`config.mk`:
```
export PLATFORM = sky130hd
export DESIGN_NAME = uart_buf_ctrl_flat
export DESIGN_NICKNAME = d
export VERILOG_FILES = /design/src/rtl/uart_buf_pkg.sv /design/src/rtl/uart_buf_ctrl_if.sv /design/src/rtl/uart_lvl_fifo.sv /design/src/rtl/uart_buf_ctrl.sv /design/src/flat_wrapper.sv
export SDC_FILE = /design/constraint.sdc
export NUM_CORES = 1
export LEC_CHECK = 0
export ABC_AREA = 1
export BUFFER_PORTS_ARGS = -buffer_cell sky130_fd_sc_hd__buf_2
export CAP_MARGIN = 20
export CORE_UTILIZATION = 55
export CTS_BUF_LIST = sky130_fd_sc_hd__clkbuf_16
export DETAILED_ROUTE_END_ITERATION = 6
export PLACE_DENSITY = 0.8
export SLEW_MARGIN = 25
export SYNTH_ARGS = -nofsm -noshare
export SYNTH_HDL_FRONTEND = slang
export SYNTH_SLANG_ARGS = --single-unit
export TNS_END_PERCENT = 50
```
`constraint.sdc`:
```
create_clock -name i_clk -period 4.6 [get_ports i_clk]
set_input_delay 1.38 -clock i_clk [delete_from_list [all_inputs] [get_ports i_clk]]
set_output_delay 1.38 -clock i_clk [all_outputs]
set_load 0.02 [all_outputs]
```
`src/rtl/uart_buf_pkg.sv`:
```
// uart_buf_pkg
//   Shared constants and types for the UART buffering layer.
//   - IRQ_* : bit positions inside the 4-bit interrupt source/enable vector
//             {overrun, timeout, tx_thresh, rx_thresh}.
//   - RX_*  : field layout of one RX FIFO entry {frame, parity, data}. The
//             flag offsets are relative to DATA_W because the character width
//             is a parameter of the block.
//   - irq_vec_t : the interrupt source/enable vector type.
package uart_buf_pkg;

    localparam int IRQ_RX_THR = 0;
    localparam int IRQ_TX_THR = 1;
    localparam int IRQ_TO     = 2;
    localparam int IRQ_OVR    = 3;
    localparam int IRQ_NUM    = 4;

    // RX entry: data in [DATA_W-1:0], parity at DATA_W+RX_PAR_REL,
    // frame at DATA_W+RX_FRM_REL.
    localparam int RX_DATA_LSB  = 0;
    localparam int RX_PAR_REL   = 0;
    localparam int RX_FRM_REL   = 1;
    localparam int RX_FLAG_BITS = 2;

    typedef logic [IRQ_NUM-1:0] irq_vec_t;

endpackage

```
`src/rtl/uart_buf_ctrl_if.sv`:
```
// uart_buf_ctrl_if
//   Bundles every non-clock/reset signal of uart_buf_ctrl: the RX/TX engine
//   handshakes, the host register-side push/pop and data, configuration
//   (thresholds, timeout, interrupt enables) and status/interrupt outputs.
//   Modports:
//     slave  - the buffer controller (drives o_* signals)
//     master - the surrounding engines/host (drives i_* signals)
//   With UART_RX_PEAK_EN defined the RX high-water mark o_rx_peak is added.
interface uart_buf_ctrl_if
    import uart_buf_pkg::*;
#(
    parameter int DATA_W = 8,
    parameter int DEPTH  = 16,
    parameter int TO_W   = 16
);
    localparam int LW = $clog2(DEPTH) + 1;

    logic              i_baud;
    logic              i_rx_wr;
    logic [DATA_W-1:0] i_rx_data;
    logic              i_rx_e_frame;
    logic              i_rx_e_parity;
    logic              o_rx_full;
    logic              i_tx_done;
    logic [DATA_W-1:0] o_tx_data;
    logic              o_tx_empty;
    logic              i_store;
    logic [DATA_W-1:0] i_trans_data;
    logic              i_load;
    logic [DATA_W-1:0] o_receive_data;
    logic              o_e_frame_flag;
    logic              o_e_parity_flag;
    logic              o_rx_data_avail;
    logic              o_tx_fifo_full;
    logic [LW-1:0]     o_rx_level;
    logic [LW-1:0]     o_tx_level;
    logic [LW-1:0]     i_rx_thresh;
    logic [LW-1:0]     i_tx_thresh;
    logic [TO_W-1:0]   i_timeout_value;
    logic              i_flush_rx;
    logic              i_flush_tx;
    logic              i_clr_overrun;
    irq_vec_t          i_irq_en;
    logic              o_e_overrun_flag;
    logic              o_irq_rx_thresh;
    logic              o_irq_tx_thresh;
    logic              o_irq_timeout;
    logic              o_irq;
`ifdef UART_RX_PEAK_EN
    logic [LW-1:0]     o_rx_peak;
`endif

    modport slave (
        input  i_baud, i_rx_wr, i_rx_data, i_rx_e_frame, i_rx_e_parity,
        input  i_tx_done, i_store, i_trans_data, i_load,
        input  i_rx_thresh, i_tx_thresh, i_timeout_value,
        input  i_flush_rx, i_flush_tx, i_clr_overrun, i_irq_en,
        output o_rx_full, o_tx_data, o_tx_empty, o_receive_data,
        output o_e_frame_flag, o_e_parity_flag, o_rx_data_avail, o_tx_fifo_full,
        output o_rx_level, o_tx_level, o_e_overrun_flag,
        output o_irq_rx_thresh, o_irq_tx_thresh, o_irq_timeout, o_irq
`ifdef UART_RX_PEAK_EN
        , output o_rx_peak
`endif
    );

    modport master (
        output i_baud, i_rx_wr, i_rx_data, i_rx_e_frame, i_rx_e_parity,
        output i_tx_done, i_store, i_trans_data, i_load,
        output i_rx_thresh, i_tx_thresh, i_timeout_value,
        output i_flush_rx, i_flush_tx, i_clr_overrun, i_irq_en,
        input  o_rx_full, o_tx_data, o_tx_empty, o_receive_data,
        input  o_e_frame_flag, o_e_parity_flag, o_rx_data_avail, o_tx_fifo_full,
        input  o_rx_level, o_tx_level, o_e_overrun_flag,
        input  o_irq_rx_thresh, o_irq_tx_thresh, o_irq_timeout, o_irq
`ifdef UART_RX_PEAK_EN
        , input o_rx_peak
`endif
    );

endinterface

```
`src/rtl/uart_lvl_fifo.sv`:
```
// uart_lvl_fifo
//   Show-ahead synchronous FIFO with fill-level output and flush.
//   Ports:
//     clk, rst : clock, synchronous active-high reset (pointers/level only)
//     flush    : discard contents; beats a push/pop in the same cycle
//     push, wdata : write request; dropped when full unless popping too
//     pop      : read request; ignored when empty
//     rdata    : head entry, combinational, 0 while empty
//     level    : entries held, 0..DEPTH
//     full, empty : level == DEPTH / level == 0
//   DEPTH must be a power of two so the pointers wrap by natural overflow.
module uart_lvl_fifo #(
    parameter int WIDTH = 8,
    parameter int DEPTH = 16
) (
    input  logic                   clk,
    input  logic                   rst,
    input  logic                   flush,
    input  logic                   push,
    input  logic [WIDTH-1:0]       wdata,
    input  logic                   pop,
    output logic [WIDTH-1:0]       rdata,
    output logic [$clog2(DEPTH):0] level,
    output logic                   full,
    output logic                   empty
);
    localparam int AW = $clog2(DEPTH);
    localparam int LW = AW + 1;

    logic [WIDTH-1:0] mem [DEPTH];
    logic [AW-1:0]    wr_ptr;
    logic [AW-1:0]    rd_ptr;
    logic             do_push;
    logic             do_pop;

    assign full  = (level == LW'(DEPTH));
    assign empty = (level == '0);

    // A push into a full FIFO still fits when the head leaves in the same
    // cycle; a pop from an empty FIFO never sees the same-cycle push.
    assign do_push = push && (!full || pop);
    assign do_pop  = pop && !empty;

    assign rdata = empty ? '0 : mem[rd_ptr];

    always_ff @(posedge clk) begin
        if (rst || flush) begin
            wr_ptr <= '0;
            rd_ptr <= '0;
            level  <= '0;
        end else begin
            if (do_push) wr_ptr <= wr_ptr + AW'(1);
            if (do_pop)  rd_ptr <= rd_ptr + AW'(1);
            case ({do_push, do_pop})
                2'b10:   level <= level + LW'(1);
                2'b01:   level <= level - LW'(1);
                default: level <= level;
            endcase
        end
    end

    // Storage carries no reset; a flushed push must not land.
    always_ff @(posedge clk) begin
        if (do_push && !flush) mem[wr_ptr] <= wdata;
    end

endmodule

```
`src/rtl/uart_buf_ctrl.sv`:
```
// uart_buf_ctrl
//   Buffering and status layer between uart_rx/uart_tx and the host
//   register interface: RX and TX level FIFOs, RX/TX threshold flags, RX
//   idle-character timeout, sticky RX overrun, and a registered combined
//   interrupt.
//   Ports:
//     i_clk : system clock
//     i_rst : synchronous active-high reset
//     bus   : uart_buf_ctrl_if.slave (engine handshakes, host push/pop,
//             configuration, status and interrupt outputs)
//   Build option: define UART_RX_PEAK_EN to add bus.o_rx_peak, the RX
//   high-water mark, cleared by reset or i_clr_overrun.
module uart_buf_ctrl
    import uart_buf_pkg::*;
#(
    parameter int DATA_W = 8,
    parameter int DEPTH  = 16,
    parameter int TO_W   = 16
) (
    input logic           i_clk,
    input logic           i_rst,
    uart_buf_ctrl_if.slave bus
);
    localparam int LW   = $clog2(DEPTH) + 1;
    localparam int RX_W = DATA_W + RX_FLAG_BITS;

    logic [RX_W-1:0]   rx_wdata;
    logic [RX_W-1:0]   rx_head;
    logic [LW-1:0]     rx_level;
    logic              rx_full;
    logic              rx_empty;
    logic [DATA_W-1:0] tx_head;
    logic [LW-1:0]     tx_level;
    logic              tx_full;
    logic              tx_empty;

    logic              ovr_p0;
    logic              rx_thr_p0;
    logic              tx_thr_p0;
    logic [TO_W-1:0]   to_cnt_p0;
    logic              to_flag_p0;
    logic              irq_p1;
    logic              rx_evt;
    logic              to_hit;
    irq_vec_t          irq_src;

    always_comb begin
        rx_wdata = '0;
        rx_wdata[RX_DATA_LSB +: DATA_W]   = bus.i_rx_data;
        rx_wdata[DATA_W + RX_PAR_REL]     = bus.i_rx_e_parity;
        rx_wdata[DATA_W + RX_FRM_REL]     = bus.i_rx_e_frame;
    end

    uart_lvl_fifo #(.WIDTH(RX_W), .DEPTH(DEPTH)) u_rx_fifo (
        .clk   (i_clk),
        .rst   (i_rst),
        .flush (bus.i_flush_rx),
        .push  (bus.i_rx_wr),
        .wdata (rx_wdata),
        .pop   (bus.i_load),
        .rdata (rx_head),
        .level (rx_level),
        .full  (rx_full),
        .empty (rx_empty)
    );

    uart_lvl_fifo #(.WIDTH(DATA_W), .DEPTH(DEPTH)) u_tx_fifo (
        .clk   (i_clk),
        .rst   (i_rst),
        .flush (bus.i_flush_tx),
        .push  (bus.i_store),
        .wdata (bus.i_trans_data),
        .pop   (bus.i_tx_done),
        .rdata (tx_head),
        .level (tx_level),
        .full  (tx_full),
        .empty (tx_empty)
    );

    assign bus.o_rx_full       = rx_full;
    assign bus.o_rx_level      = rx_level;
    assign bus.o_rx_data_avail = !rx_empty;
    assign bus.o_receive_data  = rx_head[RX_DATA_LSB +: DATA_W];
    assign bus.o_e_parity_flag = rx_head[DATA_W + RX_PAR_REL];
    assign bus.o_e_frame_flag  = rx_head[DATA_W + RX_FRM_REL];
    assign bus.o_tx_data       = tx_head;
    assign bus.o_tx_empty      = tx_empty;
    assign bus.o_tx_fifo_full  = tx_full;
    assign bus.o_tx_level      = tx_level;

    // ---- stage p0: status flags registered from current levels ----
    always_ff @(posedge i_clk) begin
        if (i_rst) begin
            ovr_p0    <= 1'b0;
            rx_thr_p0 <= 1'b0;
            tx_thr_p0 <= 1'b0;
        end else begin
            // A character that arrives while full is lost unless the host
            // frees a slot in the same cycle; setting beats clearing.
            if (bus.i_rx_wr && rx_full && !bus.i_load)
                ovr_p0 <= 1'b1;
            else if (bus.i_clr_overrun)
                ovr_p0 <= 1'b0;
            rx_thr_p0 <= (bus.i_rx_thresh != '0) && (rx_level >= bus.i_rx_thresh);
            tx_thr_p0 <= (tx_level <= bus.i_tx_thresh);
        end
    end

    // Any RX activity restarts the idle interval; only buffered, untouched
    // characters can time out.
    assign rx_evt = bus.i_rx_wr || bus.i_load || bus.i_flush_rx;
    assign to_hit = (bus.i_timeout_value != '0) && (to_cnt_p0 == bus.i_timeout_value)
                    && !rx_empty;

    always_ff @(posedge i_clk) begin
        if (i_rst) begin
            to_cnt_p0  <= '0;
            to_flag_p0 <= 1'b0;
        end else begin
            if (rx_evt || rx_empty)
                to_cnt_p0 <= '0;
            else if (bus.i_baud && (to_cnt_p0 != '1))
                to_cnt_p0 <= to_cnt_p0 + TO_W'(1);
            if (rx_evt)
                to_flag_p0 <= 1'b0;
            else if (to_hit)
                to_flag_p0 <= 1'b1;
        end
    end

    assign bus.o_e_overrun_flag = ovr_p0;
    assign bus.o_irq_rx_thresh  = rx_thr_p0;
    assign bus.o_irq_tx_thresh  = tx_thr_p0;
    assign bus.o_irq_timeout    = to_flag_p0;

    always_comb begin
        irq_src             = '0;
        irq_src[IRQ_RX_THR] = rx_thr_p0;
        irq_src[IRQ_TX_THR] = tx_thr_p0;
        irq_src[IRQ_TO]     = to_flag_p0;
        irq_src[IRQ_OVR]    = ovr_p0;
    end

    // ---- stage p1: combined interrupt ----
    always_ff @(posedge i_clk) begin
        if (i_rst) irq_p1 <= 1'b0;
        else       irq_p1 <= |(irq_src & bus.i_irq_en);
    end

    assign bus.o_irq = irq_p1;

`ifdef UART_RX_PEAK_EN
    logic [LW-1:0] rx_peak_p0;

    always_ff @(posedge i_clk) begin
        if (i_rst || bus.i_clr_overrun)
            rx_peak_p0 <= '0;
        else if (rx_level > rx_peak_p0)
            rx_peak_p0 <= rx_level;
    end

    assign bus.o_rx_peak = rx_peak_p0;
`endif

endmodule

```
`src/flat_wrapper.sv`:
```
// flat-port wrapper written by rule: the top's interface ports become plain ports
module uart_buf_ctrl_flat import uart_buf_pkg::*;
#(
    parameter int DATA_W = 8,
    parameter int DEPTH  = 16,
    parameter int TO_W   = 16
)
  (i_clk, i_rst, bus_i_baud, bus_i_rx_wr, bus_i_rx_data, bus_i_rx_e_frame, bus_i_rx_e_parity, bus_i_tx_done, bus_i_store, bus_i_trans_data, bus_i_load, bus_i_rx_thresh, bus_i_tx_thresh, bus_i_timeout_value, bus_i_flush_rx, bus_i_flush_tx, bus_i_clr_overrun, bus_i_irq_en, bus_o_rx_full, bus_o_tx_data, bus_o_tx_empty, bus_o_receive_data, bus_o_e_frame_flag, bus_o_e_parity_flag, bus_o_rx_data_avail, bus_o_tx_fifo_full, bus_o_rx_level, bus_o_tx_level, bus_o_e_overrun_flag, bus_o_irq_rx_thresh, bus_o_irq_tx_thresh, bus_o_irq_timeout, bus_o_irq);
  uart_buf_ctrl_if #(.DATA_W(DATA_W), .DEPTH(DEPTH), .TO_W(TO_W)) bus_i ();
  input logic i_clk;
  input logic i_rst;
  input wire logic [$bits(bus_i.i_baud)-1:0] bus_i_baud;
  input wire logic [$bits(bus_i.i_rx_wr)-1:0] bus_i_rx_wr;
  input wire logic [$bits(bus_i.i_rx_data)-1:0] bus_i_rx_data;
  input wire logic [$bits(bus_i.i_rx_e_frame)-1:0] bus_i_rx_e_frame;
  input wire logic [$bits(bus_i.i_rx_e_parity)-1:0] bus_i_rx_e_parity;
  input wire logic [$bits(bus_i.i_tx_done)-1:0] bus_i_tx_done;
  input wire logic [$bits(bus_i.i_store)-1:0] bus_i_store;
  input wire logic [$bits(bus_i.i_trans_data)-1:0] bus_i_trans_data;
  input wire logic [$bits(bus_i.i_load)-1:0] bus_i_load;
  input wire logic [$bits(bus_i.i_rx_thresh)-1:0] bus_i_rx_thresh;
  input wire logic [$bits(bus_i.i_tx_thresh)-1:0] bus_i_tx_thresh;
  input wire logic [$bits(bus_i.i_timeout_value)-1:0] bus_i_timeout_value;
  input wire logic [$bits(bus_i.i_flush_rx)-1:0] bus_i_flush_rx;
  input wire logic [$bits(bus_i.i_flush_tx)-1:0] bus_i_flush_tx;
  input wire logic [$bits(bus_i.i_clr_overrun)-1:0] bus_i_clr_overrun;
  input wire logic [$bits(bus_i.i_irq_en)-1:0] bus_i_irq_en;
  output wire logic [$bits(bus_i.o_rx_full)-1:0] bus_o_rx_full;
  output wire logic [$bits(bus_i.o_tx_data)-1:0] bus_o_tx_data;
  output wire logic [$bits(bus_i.o_tx_empty)-1:0] bus_o_tx_empty;
  output wire logic [$bits(bus_i.o_receive_data)-1:0] bus_o_receive_data;
  output wire logic [$bits(bus_i.o_e_frame_flag)-1:0] bus_o_e_frame_flag;
  output wire logic [$bits(bus_i.o_e_parity_flag)-1:0] bus_o_e_parity_flag;
  output wire logic [$bits(bus_i.o_rx_data_avail)-1:0] bus_o_rx_data_avail;
  output wire logic [$bits(bus_i.o_tx_fifo_full)-1:0] bus_o_tx_fifo_full;
  output wire logic [$bits(bus_i.o_rx_level)-1:0] bus_o_rx_level;
  output wire logic [$bits(bus_i.o_tx_level)-1:0] bus_o_tx_level;
  output wire logic [$bits(bus_i.o_e_overrun_flag)-1:0] bus_o_e_overrun_flag;
  output wire logic [$bits(bus_i.o_irq_rx_thresh)-1:0] bus_o_irq_rx_thresh;
  output wire logic [$bits(bus_i.o_irq_tx_thresh)-1:0] bus_o_irq_tx_thresh;
  output wire logic [$bits(bus_i.o_irq_timeout)-1:0] bus_o_irq_timeout;
  output wire logic [$bits(bus_i.o_irq)-1:0] bus_o_irq;
  assign bus_i.i_baud = bus_i_baud;
  assign bus_i.i_rx_wr = bus_i_rx_wr;
  assign bus_i.i_rx_data = bus_i_rx_data;
  assign bus_i.i_rx_e_frame = bus_i_rx_e_frame;
  assign bus_i.i_rx_e_parity = bus_i_rx_e_parity;
  assign bus_i.i_tx_done = bus_i_tx_done;
  assign bus_i.i_store = bus_i_store;
  assign bus_i.i_trans_data = bus_i_trans_data;
  assign bus_i.i_load = bus_i_load;
  assign bus_i.i_rx_thresh = bus_i_rx_thresh;
  assign bus_i.i_tx_thresh = bus_i_tx_thresh;
  assign bus_i.i_timeout_value = bus_i_timeout_value;
  assign bus_i.i_flush_rx = bus_i_flush_rx;
  assign bus_i.i_flush_tx = bus_i_flush_tx;
  assign bus_i.i_clr_overrun = bus_i_clr_overrun;
  assign bus_i.i_irq_en = bus_i_irq_en;
  assign bus_o_rx_full = bus_i.o_rx_full;
  assign bus_o_tx_data = bus_i.o_tx_data;
  assign bus_o_tx_empty = bus_i.o_tx_empty;
  assign bus_o_receive_data = bus_i.o_receive_data;
  assign bus_o_e_frame_flag = bus_i.o_e_frame_flag;
  assign bus_o_e_parity_flag = bus_i.o_e_parity_flag;
  assign bus_o_rx_data_avail = bus_i.o_rx_data_avail;
  assign bus_o_tx_fifo_full = bus_i.o_tx_fifo_full;
  assign bus_o_rx_level = bus_i.o_rx_level;
  assign bus_o_tx_level = bus_i.o_tx_level;
  assign bus_o_e_overrun_flag = bus_i.o_e_overrun_flag;
  assign bus_o_irq_rx_thresh = bus_i.o_irq_rx_thresh;
  assign bus_o_irq_tx_thresh = bus_i.o_irq_tx_thresh;
  assign bus_o_irq_timeout = bus_i.o_irq_timeout;
  assign bus_o_irq = bus_i.o_irq;
  uart_buf_ctrl #(.DATA_W(DATA_W), .DEPTH(DEPTH), .TO_W(TO_W)) u_core (.i_clk(i_clk), .i_rst(i_rst), .bus(bus_i));
endmodule
```
# Yosys cells after proc, flatten, opt, wreduce, memory -nomap -nowiden
# Memory sizes are Yosys's and may differ from the RTL's. A register that Yosys moved wholly into a read port is not among the register bits.
# Cells that the tools add are included.
# classes
n_addsub	9
n_lt_le_gt_ge	2
n_eq_ne	8
n_mux	14
n_bitwise	1
n_reduce_logical	36
# ops
operator	n
$pmux W5 S2	2
$add A16 B1 Y16 const B	1
$add A4 B1 Y4 const B	4
$eq A16 B16 Y1	1
$mux W4	4
$ne A16 B16 Y1 const B	1
$reduce_bool A16 Y1	1
$logic_and A1 B1 Y1	12
$add A5 B1 Y5 const B	2
$eq A5 B5 Y1 const B	2
$logic_not A5 Y1	2
$mux W10	1
$sub A5 B1 Y5 const B	2
$mux W8	1
$logic_not A1 Y1	7
$logic_or A1 B1 Y1	7
$mux W1	6
$reduce_bool A2 Y1	3
$ge A5 B5 Y1	1
$le A5 B5 Y1	1
$reduce_bool A5 Y1	1
$and A4 B4 Y4	1
$eq A2 B1 Y1 const B	2
$eq A2 B2 Y1 const B	2
other kinds (2)	3
# word_totals
register_bits	47
mem_bits_rw	288
in_bits	58
output_inout_bits	37
wordCells	84
mem_count	2
# mem_list
memory	words	word_bits	rd	rd_ports_with_merged_regs	write_ports	line	source
u_core.u_rx_fifo.mem	16	10	1	1	1	uart_lvl_fifo.sv:30	logic [WIDTH-1:0] mem [DEPTH];
u_core.u_tx_fifo.mem	16	8	1	1	1	uart_lvl_fifo.sv:30	

# Longest topological paths before layout
# depth
ltp_word	7
mapped_depth	17
depth_no_buf	16

# Cells and area by module
# A second synthesis with hierarchy kept.
# hier_totals
cells_unflattened	1521
hier_area_um2	15336.0
# modules_own_cells
mod	n_inst	cells_per_inst	area_each_um2	seq_area_each_um2
uart_lvl_fifo (u_core.u_rx_fifo)	1	659	7453.4	5144.9
uart_lvl_fifo (u_core.u_tx_fifo)	1	553	6120.9	4184.0
uart_buf_ctrl	1	309	1761.7	420.4

# Worst setup path before layout
# OpenSTA, ideal clock, no wires.
# synth_timing
path_kind	input-to-reg
startpoint	in bus_i_tx_done
endpoint	reg u_core.u_tx_fifo.level[4]
setup_time_ns	0.070
t_arrival_ns	2.887
required_ns	4.530
slack_ns	1.643
stages	14
n_path_buf	0
cell_sequence	inv_1 -> nand2_1 -> nand2_1 -> ha_1 -> inv_1 -> fa_1 -> inv_1 -> nand2_1 -> nand2_1 -> nand2_1 -> a21o_1 -> nand2_1 -> nand2_1 -> a21oi_1
# synth_via
elab_chain_len	4
word_cells_on_any_way	7
classes_between	eq/ne: 2; mux: 1; reduce/logical: 4
# synth_rtl
element	line	source
start, declared	flat_wrapper.sv:17	input wire logic [$bits(bus_i.i_tx_done)-1:0] bus_i_tx_done;
$logic_or A1 B1 Y1	uart_lvl_fifo.sv:41	assign do_push = push && (!full || pop);
$logic_and A1 B1 Y1	uart_lvl_fifo.sv:41	
$eq A2 B1 Y1 / $eq A2 B2 Y1 (equally long branches)	uart_lvl_fifo.sv:54	case ({do_push, do_pop})
$pmux W5 S2 / $reduce_bool A2 Y1 (equally long branches)	n/a	
end signal, assigned	uart_lvl_fifo.sv:55	2'b10: level <= level + LW'(1);
end signal, assigned	uart_lvl_fifo.sv:56	2'b01: level <= level - LW'(1);
end signal, assigned	uart_lvl_fifo.sv:57	default: level <= level;
end, declared	uart_lvl_fifo.sv:23	output logic [$clog2(DEPTH):0] level,
# Several ways; a longest one is shown, not always the timed one.
# A chain may end at the register's enable or synchronous reset.

==> flow_metrics.tcl <==
set metrics [dict create \
    outcome "finished clean" \
    min_path_type "register to register" \
    place.port_buffers 94 \
    ys_types 34 \
    fin_area_sq_um 17000 \
    cts_resized 0 \
    synth_fp_nets 1620 \
    grt_max_degree 81 \
    worstPathArrival_ns 2.56 \
    synth-seq-cells 343 \
    nets 1703 \
    grt_util_all_layers 0.253 \
    critPathRequiredTime_ns 3.22 \
    num_rows 60 \
    slew_headroom 0.321 \
    stdcell_count 1982 \
    crit_fanout 20 \
    final_hold_viol_count 0 \
    finalHoldWorstSlack_ns 0.481 \
    start_util 0.561 \
    ys_seq_area_frac 0.643 \
    via_per_inst 5.63 \
    core_sq_um 27000 \
    dp_hpwl_um 22200 \
    cts_setup_buffers 0 \
    power.density_nw_per_um2 399 \
    io_pins 95 \
    dpl-instance-area_sq_um 15900 \
    ys.flop_type "edfxtp_1" \
    place_inst 1920 \
    setup_viol 0 \
    ir_worst_vdd_uv 292 \
    synth_area_leader_cell "edfxtp_1" \
    synth-edff-count 288 \
    finalSetupTns_ns 0 \
    syn-instance-count 1533 \
    grt_pass1_vias 10700 \
    grt_overflow_total 0 \
    syn_area_sq_um 15200 \
    final-seq-area_sq_um 9750 \
    synth_area_leaders "edfxtp_1 57%, nand2_1 13%, nand3_1 8.2%, dfxtp_1 7.3%, ha_1 2.3%" \
    die_h_um 168 \
    cts_buffer_depth 3 \
    final_max_slew_viol_count 0 \
    cts_sinks 343 \
    wl_per_cell_um 17.7 \
    cts_tree "built" \
    drtAntennaViolNets 0 \
    fillers 2080 \
    clk_pin_slew_worst_paths_ns 0.06 \
    first_pass_iters 5 \
    drt_wl_total_um 35000 \
    post-route-period-util 0.857 \
    drv_cap 0 \
    dieArea_sq_um 28200 \
    drtIter0Drc 1227 \
    synth_most_common_cell "nand2_1" \
    synth_top_area_frac 0.570 \
    hold_buffers 0 \
    gp_congestion 0.881 \
    htreeDepth 2 \
    n_antenna_cell 0 \
    grt_pass1_wl_um 55600 \
    cts_root_buf "clkbuf_16" \
    die_w_um 168 \
    syn_area_per_cell_sq_um 9.89 \
    route.detailed.drc 0 \
    multi_input_area_sq_um 4770 \
    cts_buffers 35 \
    async_flop_share 0 \
    drive_gt1_frac 0.118 \
    vias 11200 \
    yosysWarnings 0 \
    startpoint_type "register" \
    setup.worst_path.end_class "output port" \
    antenna_found_initial 0 \
    power_leakage_uw 0.00663 \
    critPathKind "register to output port" \
    worstSkewPairLatency_ns 0.51 \
    fmax_mhz 254 \
    syn2layout_area_growth_pct 12.4 \
    tightest_slew_ns 1.01 \
    synth_commonest_cells "526 x nand2_1, 288 x edfxtp_1, 248 x nand3_1" \
    fin_skew_ns 0.0232 \
    fin_crit_ns 3.94 \
    rsz0062_at_grt "no" \
]
[cell usage in the layout, fill, tap and decap left out, types with 6 or more instances in the layout]
master	instances
edfxtp_1	288
nand4_1	6
clkbuf_16	37
o21ai_0	23
nand2_1	526
a21oi_2	8
a21oi_1	54
nor2_1	86
nand3_1	248
inv_1	97
buf_2	94
xor2_1	16
clkinv_1	11
nor2_2	6
dfxtp_1	53
inv_2	9
buf_4	12
ha_1	28
[sequential cells by signal, summed over array words and instances (netlist names), named ones only]
signal / flops
u_core.u_tx_fifo.mem: 128
u_core.bus.o_irq_rx_thresh: 1
u_core.u_tx_fifo.wr_ptr: 4
u_core.u_tx_fifo.level: 5
u_core.bus.o_irq_tx_thresh: 1
u_core.u_rx_fifo.wr_ptr: 4
u_core.u_rx_fifo.mem: 160
u_core.u_rx_fifo.level: 5
u_core.bus.o_irq_timeout: 1
u_core.bus.o_irq: 1
u_core.to_cnt_p0: 16
u_core.u_rx_fifo.rd_ptr: 4
u_core.bus.o_e_overrun_flag: 1
u_core.u_tx_fifo.rd_ptr: 4
[final cells by class]
cell class | instances | share of cell area
tap | 341 | 0.0250
inverter | 104 | 0.0229
multi-input combinational | 1025 | 0.280
clock buffer | 37 | 0.0543
clock inverter | 25 | 0.0115
sequential | 343 | 0.572
timing repair buffer | 107 | 0.0341
[worst max-delay path, cell delays in order, from the launching register on]
cell and delay, ns:
dfxtp_1 0.48, inv_1 0.68, nand3_1 0.28, nand2_1 0.17
nand2_1 0.07, a21oi_1 0.15, buf_2 0.19
[stage by stage]
stage                     total power [uW]  setup slack, ns   util
after floorplan                       3860             1.64      -
after global placement                4060             1.23  0.588
after detailed placement              4080             1.26  0.588
after CTS                             6810            0.691  0.630
after global routing                  7010            0.570  0.630
final                                 6800            0.660  0.630
[final timing paths]
kind	from	slack (ns)	end	cells past startpoint
max	register	0.66	bus_o_receive_data[6]	6
min	u_core.bus.o_irq_timeout	0.48	u_core.bus.o_irq_timeout	2
max reg2reg	u_core.u_tx_fifo.level[0]	1.96	u_core.u_tx_fifo.level[4]	16
min reg2reg	u_core.bus.o_irq_timeout	0.48	u_core.bus.o_irq_timeout	2
[per-layer routing]
layer / global-route usage / part of all wire / vias up / wire, um
met5: 0 / 0 / - / 0
met4: 0.0826 / 0.023 / 0 / 798
met3: 0.0397 / 0.088 / 72 / 3090
met2: 0.408 / 0.47 / 562 / 16400
met1: 0.354 / 0.42 / 5199 / 14700
li1: - / - / 5322 / -
[logic make-up after synthesis]
family	synth area share
compound gates	0.0328
xor+xnor	0.0116
buf+inv	0.0436
fa+ha+maj	0.0244
flops	0.643
simple gates	0.245
[where the power goes]
part,switching (uW),internal (uW)
clock network,1160,1630
logic,433,174
registers,21.7,3390
total,1610,5190
(Power assumes the default switching activity.)
